$ cat src/rtl/decode_stage.sv
// -----------------------------------------------------------------------------
// decode_stage
//
// Registered instruction decode stage that sits between fetch and register
// read. Each 32-bit instruction word is split combinationally into register,
// immediate and data-memory address fields, along with per-instruction control
// enables and an illegal-opcode flag. The decoded bundle is then captured in a
// 2-entry elastic buffer made of an output register and a skid register. This
// gives full throughput with a 1-cycle latency.
//
// Ports:
//   clk          in   rising-edge clock
//   rst_n        in   asynchronous active-low reset
//   flush        in   synchronous flush; empties both buffer entries
//   in_valid     in   instruction word valid
//   in_ready     out  stage can accept a word (skid register empty)
//   instruction  in   32-bit instruction word, opcode = [31:26]
//   out_valid    out  decoded bundle valid
//   out_ready    in   consumer accepts the bundle
//   opcode       out  opcode passed through
//   rdst1/rdst2/rsrc1/rsrc2  out  register fields (REG_AW bits)
//   imm_value/src_address/dst_address  out  immediate and address (DATA_W bits)
//   rd1_we, rd2_we, rs1_re, rs2_re, mem_rd, mem_wr, imm_sel  out  enables
//   illegal      out  opcode is not defined (0x10-0x3F)
//
// Handshake: a transfer happens on a rising edge where valid and ready are
// both high. A producer must hold valid and its data stable until that edge.
// The ready signal of this stage depends only on registered state and never
// on in_valid. A word offered while flush is high is never accepted.
// -----------------------------------------------------------------------------
module decode_stage #(
    parameter int DATA_W = 8,
    parameter int REG_AW = 5
) (
    input  logic              clk,
    input  logic              rst_n,
    input  logic              flush,
    input  logic              in_valid,
    output logic              in_ready,
    input  logic [31:0]       instruction,
    output logic              out_valid,
    input  logic              out_ready,
    output logic [5:0]        opcode,
    output logic [REG_AW-1:0] rdst1,
    output logic [REG_AW-1:0] rdst2,
    output logic [REG_AW-1:0] rsrc1,
    output logic [REG_AW-1:0] rsrc2,
    output logic [DATA_W-1:0] imm_value,
    output logic [DATA_W-1:0] src_address,
    output logic [DATA_W-1:0] dst_address,
    output logic              rd1_we,
    output logic              rd2_we,
    output logic              rs1_re,
    output logic              rs2_re,
    output logic              mem_rd,
    output logic              mem_wr,
    output logic              imm_sel,
    output logic              illegal
);

    typedef struct packed {
        logic [5:0]        opcode;
        logic [REG_AW-1:0] rdst1;
        logic [REG_AW-1:0] rdst2;
        logic [REG_AW-1:0] rsrc1;
        logic [REG_AW-1:0] rsrc2;
        logic [DATA_W-1:0] imm_value;
        logic [DATA_W-1:0] src_address;
        logic [DATA_W-1:0] dst_address;
        logic              rd1_we;
        logic              rd2_we;
        logic              rs1_re;
        logic              rs2_re;
        logic              mem_rd;
        logic              mem_wr;
        logic              imm_sel;
        logic              illegal;
    } bundle_t;

    bundle_t dec;
    bundle_t out_q;
    bundle_t skid_q;
    logic    out_valid_q;
    logic    skid_valid;
    logic    accept;
    logic    pop;

    // Some instruction bits are unused for a given DATA_W/REG_AW. Folding
    // them into this sink keeps the port fully referenced.
    logic unused_instr;
    assign unused_instr = ^instruction;

    // Combinational decode. Fields that a class does not use stay at zero
    // rather than carrying stale bits.
    always_comb begin
        dec        = '0;
        dec.opcode = instruction[31:26];
        case (instruction[31:26])
            6'h00: begin // LDI
                dec.rdst1     = instruction[21 +: REG_AW];
                dec.imm_value = instruction[0 +: DATA_W];
                dec.rd1_we    = 1'b1;
                dec.imm_sel   = 1'b1;
            end
            6'h01, 6'h06, 6'h0E: begin // 2-reg
                dec.rdst1  = instruction[21 +: REG_AW];
                dec.rsrc1  = instruction[0 +: REG_AW];
                dec.rd1_we = 1'b1;
                dec.rs1_re = 1'b1;
            end
            6'h02: begin // LOAD
                dec.rdst1       = instruction[21 +: REG_AW];
                dec.src_address = instruction[0 +: DATA_W];
                dec.rd1_we      = 1'b1;
                dec.mem_rd      = 1'b1;
            end
            6'h03: begin // STORE: address sits just below the opcode
                dec.dst_address = instruction[25 -: DATA_W];
                dec.rsrc1       = instruction[0 +: REG_AW];
                dec.rs1_re      = 1'b1;
                dec.mem_wr      = 1'b1;
            end
            6'h04, 6'h05, 6'h09, 6'h0A, 6'h0B, 6'h0C, 6'h0D, 6'h0F: begin // 3-reg
                dec.rsrc1  = instruction[0 +: REG_AW];
                dec.rsrc2  = instruction[5 +: REG_AW];
                dec.rdst1  = instruction[16 +: REG_AW];
                dec.rs1_re = 1'b1;
                dec.rs2_re = 1'b1;
                dec.rd1_we = 1'b1;
            end
            6'h07, 6'h08: begin // 4-reg: 3-reg plus a second destination
                dec.rsrc1  = instruction[0 +: REG_AW];
                dec.rsrc2  = instruction[5 +: REG_AW];
                dec.rdst1  = instruction[16 +: REG_AW];
                dec.rdst2  = instruction[21 +: REG_AW];
                dec.rs1_re = 1'b1;
                dec.rs2_re = 1'b1;
                dec.rd1_we = 1'b1;
                dec.rd2_we = 1'b1;
            end
            default: begin
                dec.illegal = 1'b1;
            end
        endcase
    end

    assign in_ready = !skid_valid;
    assign accept   = in_valid && in_ready && !flush;
    assign pop      = out_valid_q && out_ready;

    // Elastic buffer. The skid register only fills while the output register
    // is stalled. On the next pop, it drains into the output register, so
    // words always leave in arrival order.
    always_ff @(posedge clk or negedge rst_n) begin
        if (!rst_n) begin
            out_q       <= '0;
            skid_q      <= '0;
            out_valid_q <= 1'b0;
            skid_valid  <= 1'b0;
        end else if (flush) begin
            out_valid_q <= 1'b0;
            skid_valid  <= 1'b0;
        end else if (!out_valid_q || pop) begin
            if (skid_valid) begin
                out_q       <= skid_q;
                out_valid_q <= 1'b1;
                if (accept) begin
                    skid_q <= dec;
                end else begin
                    skid_valid <= 1'b0;
                end
            end else if (accept) begin
                out_q       <= dec;
                out_valid_q <= 1'b1;
            end else begin
                out_valid_q <= 1'b0;
            end
        end else if (accept) begin
            skid_q     <= dec;
            skid_valid <= 1'b1;
        end
    end

    assign out_valid   = out_valid_q;
    assign opcode      = out_q.opcode;
    assign rdst1       = out_q.rdst1;
    assign rdst2       = out_q.rdst2;
    assign rsrc1       = out_q.rsrc1;
    assign rsrc2       = out_q.rsrc2;
    assign imm_value   = out_q.imm_value;
    assign src_address = out_q.src_address;
    assign dst_address = out_q.dst_address;
    assign rd1_we      = out_q.rd1_we;
    assign rd2_we      = out_q.rd2_we;
    assign rs1_re      = out_q.rs1_re;
    assign rs2_re      = out_q.rs2_re;
    assign mem_rd      = out_q.mem_rd;
    assign mem_wr      = out_q.mem_wr;
    assign imm_sel     = out_q.imm_sel;
    assign illegal     = out_q.illegal;

endmodule

$ cat config.mk
export PLATFORM = sky130hd
export DESIGN_NAME = decode_stage
export DESIGN_NICKNAME = d
export VERILOG_FILES = /design/src/rtl/decode_stage.sv
export SDC_FILE = /design/constraint.sdc
export NUM_CORES = 1
export LEC_CHECK = 0
export ABC_AREA = 1
export BUFFER_PORTS_ARGS = -buffer_cell sky130_fd_sc_hd__clkbuf_2
export CORE_MARGIN = 10
export CORE_UTILIZATION = 35
export DETAILED_ROUTE_END_ITERATION = 8
export GPL_TIMING_DRIVEN = 0
export HOLD_SLACK_MARGIN = 0.12
export PLACE_DENSITY = 0.58
export SKIP_CTS_REPAIR_TIMING = 1
export SYNTH_ARGS = -nofsm -noshare
export SYNTH_HDL_FRONTEND = slang
export SYNTH_SLANG_ARGS = --single-unit
export TNS_END_PERCENT = 50
$ cat constraint.sdc
create_clock -name clk -period 1.35 [get_ports clk]
set_input_delay 0.27 -clock clk [delete_from_list [all_inputs] [get_ports clk]]
set_output_delay 0.27 -clock clk [all_outputs]
set_load 0.005 [all_outputs]
* Word-level counts from Yosys, hierarchy flattened
Index checks and enable logic that the tools add are counted.
** Operators by class
- Add/sub/neg operators :: 0
- Multipliers :: 0
- Divide/modulo/power cells :: 0
- Magnitude comparators :: 0
- Eq/ne operators :: 16
- Shift-type cells :: 0
- Muxes and demuxes :: 28
- Bitwise gates (word level) :: 1
- Reduce and logical (&&, ||, !) cells :: 19
** Operators with widths (count)
- two-way mux 58 bit :: 5
- == test 6 x 4 -> 1 bit (second input constant) :: 8
- == test 6 x 3 -> 1 bit (second input constant) :: 4
- two-way mux 8 bit :: 3
- two-way mux 1 bit :: 16
- OR reduction 16 bit :: 1
- two-way mux 5 bit :: 3
- OR reduction 15 bit :: 1
- OR reduction 14 bit :: 1
- == test 6 x 2 -> 1 bit (second input constant) :: 2
- case mux 5 bit (2 select lines) :: 1
- OR reduction 10 bit :: 1
- == test 6 x 1 -> 1 bit (second input constant) :: 1
- zero test 6 bit :: 1
- OR reduction 5 bit :: 1
- nonzero test 2 bit :: 2
- logical AND 1 bit :: 3
- zero test 1 bit :: 3
- AND reduction 3 bit :: 1
- nonzero test 3 bit :: 1
- != test 2 bit (second input constant) :: 1
- AND reduction 2 bit :: 1
- OR reduction 2 bit :: 1
- logical OR 1 bit :: 1
- NOT 1 bit :: 1
** Word-level totals
- Bits in registers :: 118
- Latch bits :: 0
- Memory bits (writable) :: 0
- Memory bits (read-only) :: 0
- Input bits :: 37
- Logic and storage cells :: 98
- Memories :: 0

* Depth between registers and ports, before layout
- Depth after elaboration :: 7
- Gate-level depth with buffers :: 10
- Gate-level depth less buffers :: 9

* Worst setup path after synthesis
OpenSTA, ideal clock, no wires.
- Path kind :: reg2reg
- Start :: register skid_valid
- End :: register out_q (netlist bit dst_address[7])
- Setup time :: 119 ps
- Arrival :: 1242 ps
- Data required time :: 1231 ps
- Path slack :: -10 ps
- Cell stages (with the launch flop) :: 10
- Period minus slack after synthesis :: 1360 ps
- Path through :: dfrtp_1 -> buf_2 -> o21bai_2 -> nor2_4 -> inv_2 -> buf_6 -> buf_6 -> a21oi_1 -> o21ai_0 -> o21a_1
** On the way
- Longest elaborated chain between the ends :: 5
** RTL lines
- start: declaration :: RTL line 84 : logic skid_valid;
- start signal: assignment :: RTL line 159 : skid_valid <= 1'b0;
- start signal: assignment :: RTL line 162 : skid_valid <= 1'b0;
- start signal: assignment :: RTL line 170 : skid_valid <= 1'b0;
- zero test 1 bit :: RTL line 147 : assign in_ready = !skid_valid;
- logical AND 1 bit (2 in a row) :: RTL line 148 : assign accept = in_valid && in_ready && !flush;
- nonzero test 2 bit (no line)
- AND reduction 3 bit (no line)
- end signal: assignment :: RTL line 165 : out_q <= skid_q;
- end: declaration :: RTL line 81 : bundle_t out_q;
Several ways; a longest one is shown, not always the timed one.
A chain may end at the register's enable or synchronous reset.

* Final worst setup path
- Start :: register skid_valid
- End :: register out_q (netlist bit opcode[1])
The elaborated chain is that of the path after synthesis.

==> flow_metrics.tcl <==
set metrics [dict create \
    status "finished with violations" \
    clockBufferDepth 2 \
    p_comb_frac 0.131 \
    coreArea_mm2 0.01470 \
    cp.arrival_ns 1.92 \
    endpoint_kind "flip-flop" \
    async_flop_share 1.000 \
    clock_power_share 0.451 \
    ys_seq_area_frac 0.5557 \
    first_iter_violations 383 \
    die_h_um 143.2 \
    sw_frac_of_total 0.2530 \
    worst_pin_slew_ns 0.6350 \
    place.port_buffers 89 \
    ff2ff_setup_slack_ns -0.25 \
    row_count 44 \
    fin_ws_ns -0.2485 \
    worst-path-max-fanout 10 \
    max_freq_mhz 625.6 \
    synth-edff-count 0 \
    cts_tree "yes" \
    place_hpwl_um 12230 \
    pin_count 97 \
    grt_start_max_net_pins 95 \
    clock_latency_ns 0.43 \
    ys.flop_type "dfrtp_1" \
    seq_area_mm2 0.002953 \
    finalCriticalPeriod_ns 1.598 \
    ant_nets 0 \
    drcViolationCount 0 \
    synth_area_leaders "dfrtp_1, nand2_1, o21ai_0, nor2_1, a21oi_1" \
    max_slew_margin 0.5766 \
    root_buffer "clkbuf_16" \
    multi_input_area_mm2 0.002236 \
    required_ns 1.67 \
    syn_to_final_growth_pct 34.85 \
    worstSetupStartpointType "flip-flop" \
    p_sw_mw 2.471 \
    r2r-end "opcode[1]" \
    hold_viol_final 0 \
    reg2reg_depth 5 \
    fin_crit_sh 1.184 \
    via_count 4904 \
    setup.worst_path.class "reg -> reg" \
    dpl_cell_area_mm2 0.006040 \
    grt_pass1_vias 4855 \
    antenna_cells 0 \
    globalplace.congestion 0.9094 \
    routed_wire_length_per_instance_um 18.66 \
    utilization 0.4875 \
    crit_start "skid_valid" \
    dr.pass1.iters 5 \
    power_density_mw_per_mm2 1363 \
    r2r_start "skid_valid" \
    stdcell_area_mm2 0.007166 \
    fin_skew_ns 0.008300 \
    dieArea_mm2 0.02051 \
    maxCapViolations 0 \
    start_util 0.3615 \
    fin_nets 801 \
    hold_start "instruction[8]" \
    synth.top_cell.area_share 0.5557 \
    power_leakage_nw 3.672 \
    avgViaCountPerCell 5.130 \
    yosys.area.top_type "dfrtp_1" \
    ir_worst_vdd_uv 888.6 \
    finalMaxSlewViolations 0 \
    violations "setup timing" \
    htree_levels 4 \
    yosys_warnings 0 \
    internal_power_mw 7.296 \
    seqPwrFrac 0.418 \
    antenna_found_initial 0 \
    syn_area_per_cell_um2 8.316 \
    layout-drive-gt1-share 0.2811 \
    cp-endpoint "opcode[1]" \
    netlist_instances 639 \
    grt_overflow 0 \
    synth_seq_cells 118 \
    setup_viol 103 \
    wl_um 17840 \
    rsz0062_at_grt "true" \
    numCtsBuffers 17 \
    grt_use_total 0.1704 \
    worstHoldPathType "in -> reg" \
    netlist_area_mm2 0.005314 \
    cts.sinks 118 \
    fillers 1378 \
    die_x_um 143.2 \
    grt_first_pass_wirelength_um 26740 \
    synth_nets 676 \
    ys_types 28 \
    cts.clk_slew.worst_paths_ns 0.05 \
]
layout make-up:
type                       count  share of cell area
sequential                   118              0.4121
multi-input combinational    456              0.3120
timing repair buffer         105             0.09761
clock buffer                  23             0.06810
buffer                        40             0.05221
tap                          184             0.03213
inverter                      26             0.01572
clock inverter                 4             0.01013
logic make-up (layout without fill, tap and decap cells):
kind of cell	count (synthesis)	after routing	synth area share
compound gates	152	152	0.1575
buf+inv	66	198	0.05674
simple gates	303	304	0.2300
flops	118	118	0.5557
cells in the mapped netlist, types with 5 or more instances:
cell       number
nand3_1        26
o21ai_1         9
a2bb2oi_1       8
clkbuf_1       17
a31oi_1         5
nand2_1       203
dfrtp_1       118
a21oi_1        33
o21ai_0        85
inv_1          23
nor2_1         64
buf_2          16
critical path, stage by stage, from the launching register on:
cell      delay [ns]
dfrtp_1         0.34
buf_6           0.15
clkbuf_1        0.49
o21ai_0         0.33
nand2_1         0.13
nand2_1         0.05
metrics by stage:
stage / instances / setup WS [ns] / TNS (ns) / hold slack (ns) / power (mW)
finish: 956 / -0.2485 / -7.157 / 0.1108 / 9.768
global route: 956 / -0.2855 / -16.90 / 0.1185 / 10.16
CTS: 940 / -0.7276 / -27.17 / -0.2757 / 9.623
detailed placement: 913 / -0.4523 / -29.55 / 0.1734 / 5.210
global placement: 912 / -1.810 / -239.64 / 0.4569 / 5.160
floorplan: 639 / 0.0001062 / 0 / -0.02559 / 4.625
sequential cells by signal (all words and copies together), names as in the netlist, 5 cells and up:
signal,flops
dst_address,8
imm_value,8
rdst1,5
rsrc1,5
src_address,8
rsrc2,5
rdst2,5
skid_q,58
opcode,6
worst min path at each step:
stage	endpoint	cells past startpoint
2_1_floorplan	dst_address[0]	0
3_3_place_gp	skid_q[31]	2
6_report	skid_q[35]	3
3_5_place_dp	out_valid	1
5_1_grt	out_valid	2
4_1_cts	skid_valid	1
routing by layer:
layer  vias to the layer above  wire length [um]  track usage
met2                       185              8407       0.2668
met5                         -                 0            0
met3                        21              1239      0.05473
li1                       2337                 -            -
met4                         0               283      0.06771
met1                      2361              7905       0.2138
cell usage in the layout (no fill, tap or decap), types with 5 or more instances in the layout:
cell type and count:
nand2_1 190, dfrtp_1 118, clkbuf_2 93, nor2_1 62, o21ai_0 56, o21ai_1 30, nand3_1 26, a21oi_1 26
inv_1 21, clkbuf_16 20, nand2_2 14, buf_4 10, o21ai_2 9, buf_6 8, buf_8 8, buf_2 7
buf_12 6, nor2_4 5, a31oi_1 5, clkbuf_1 5, a2bb2oi_1 5, clkbuf_8 5
power by group through the flow:
stage	logic, mW	registers (mW)	clock network (mW)
floorplan	0.527	4.10	0
global placement	1.05	4.11	0
detailed placement	1.09	4.12	0
CTS	1.09	4.07	4.46
global route	1.43	4.11	4.62
finish	1.28	4.08	4.41
No activity file was read; power rests on OpenSTA's default activity.
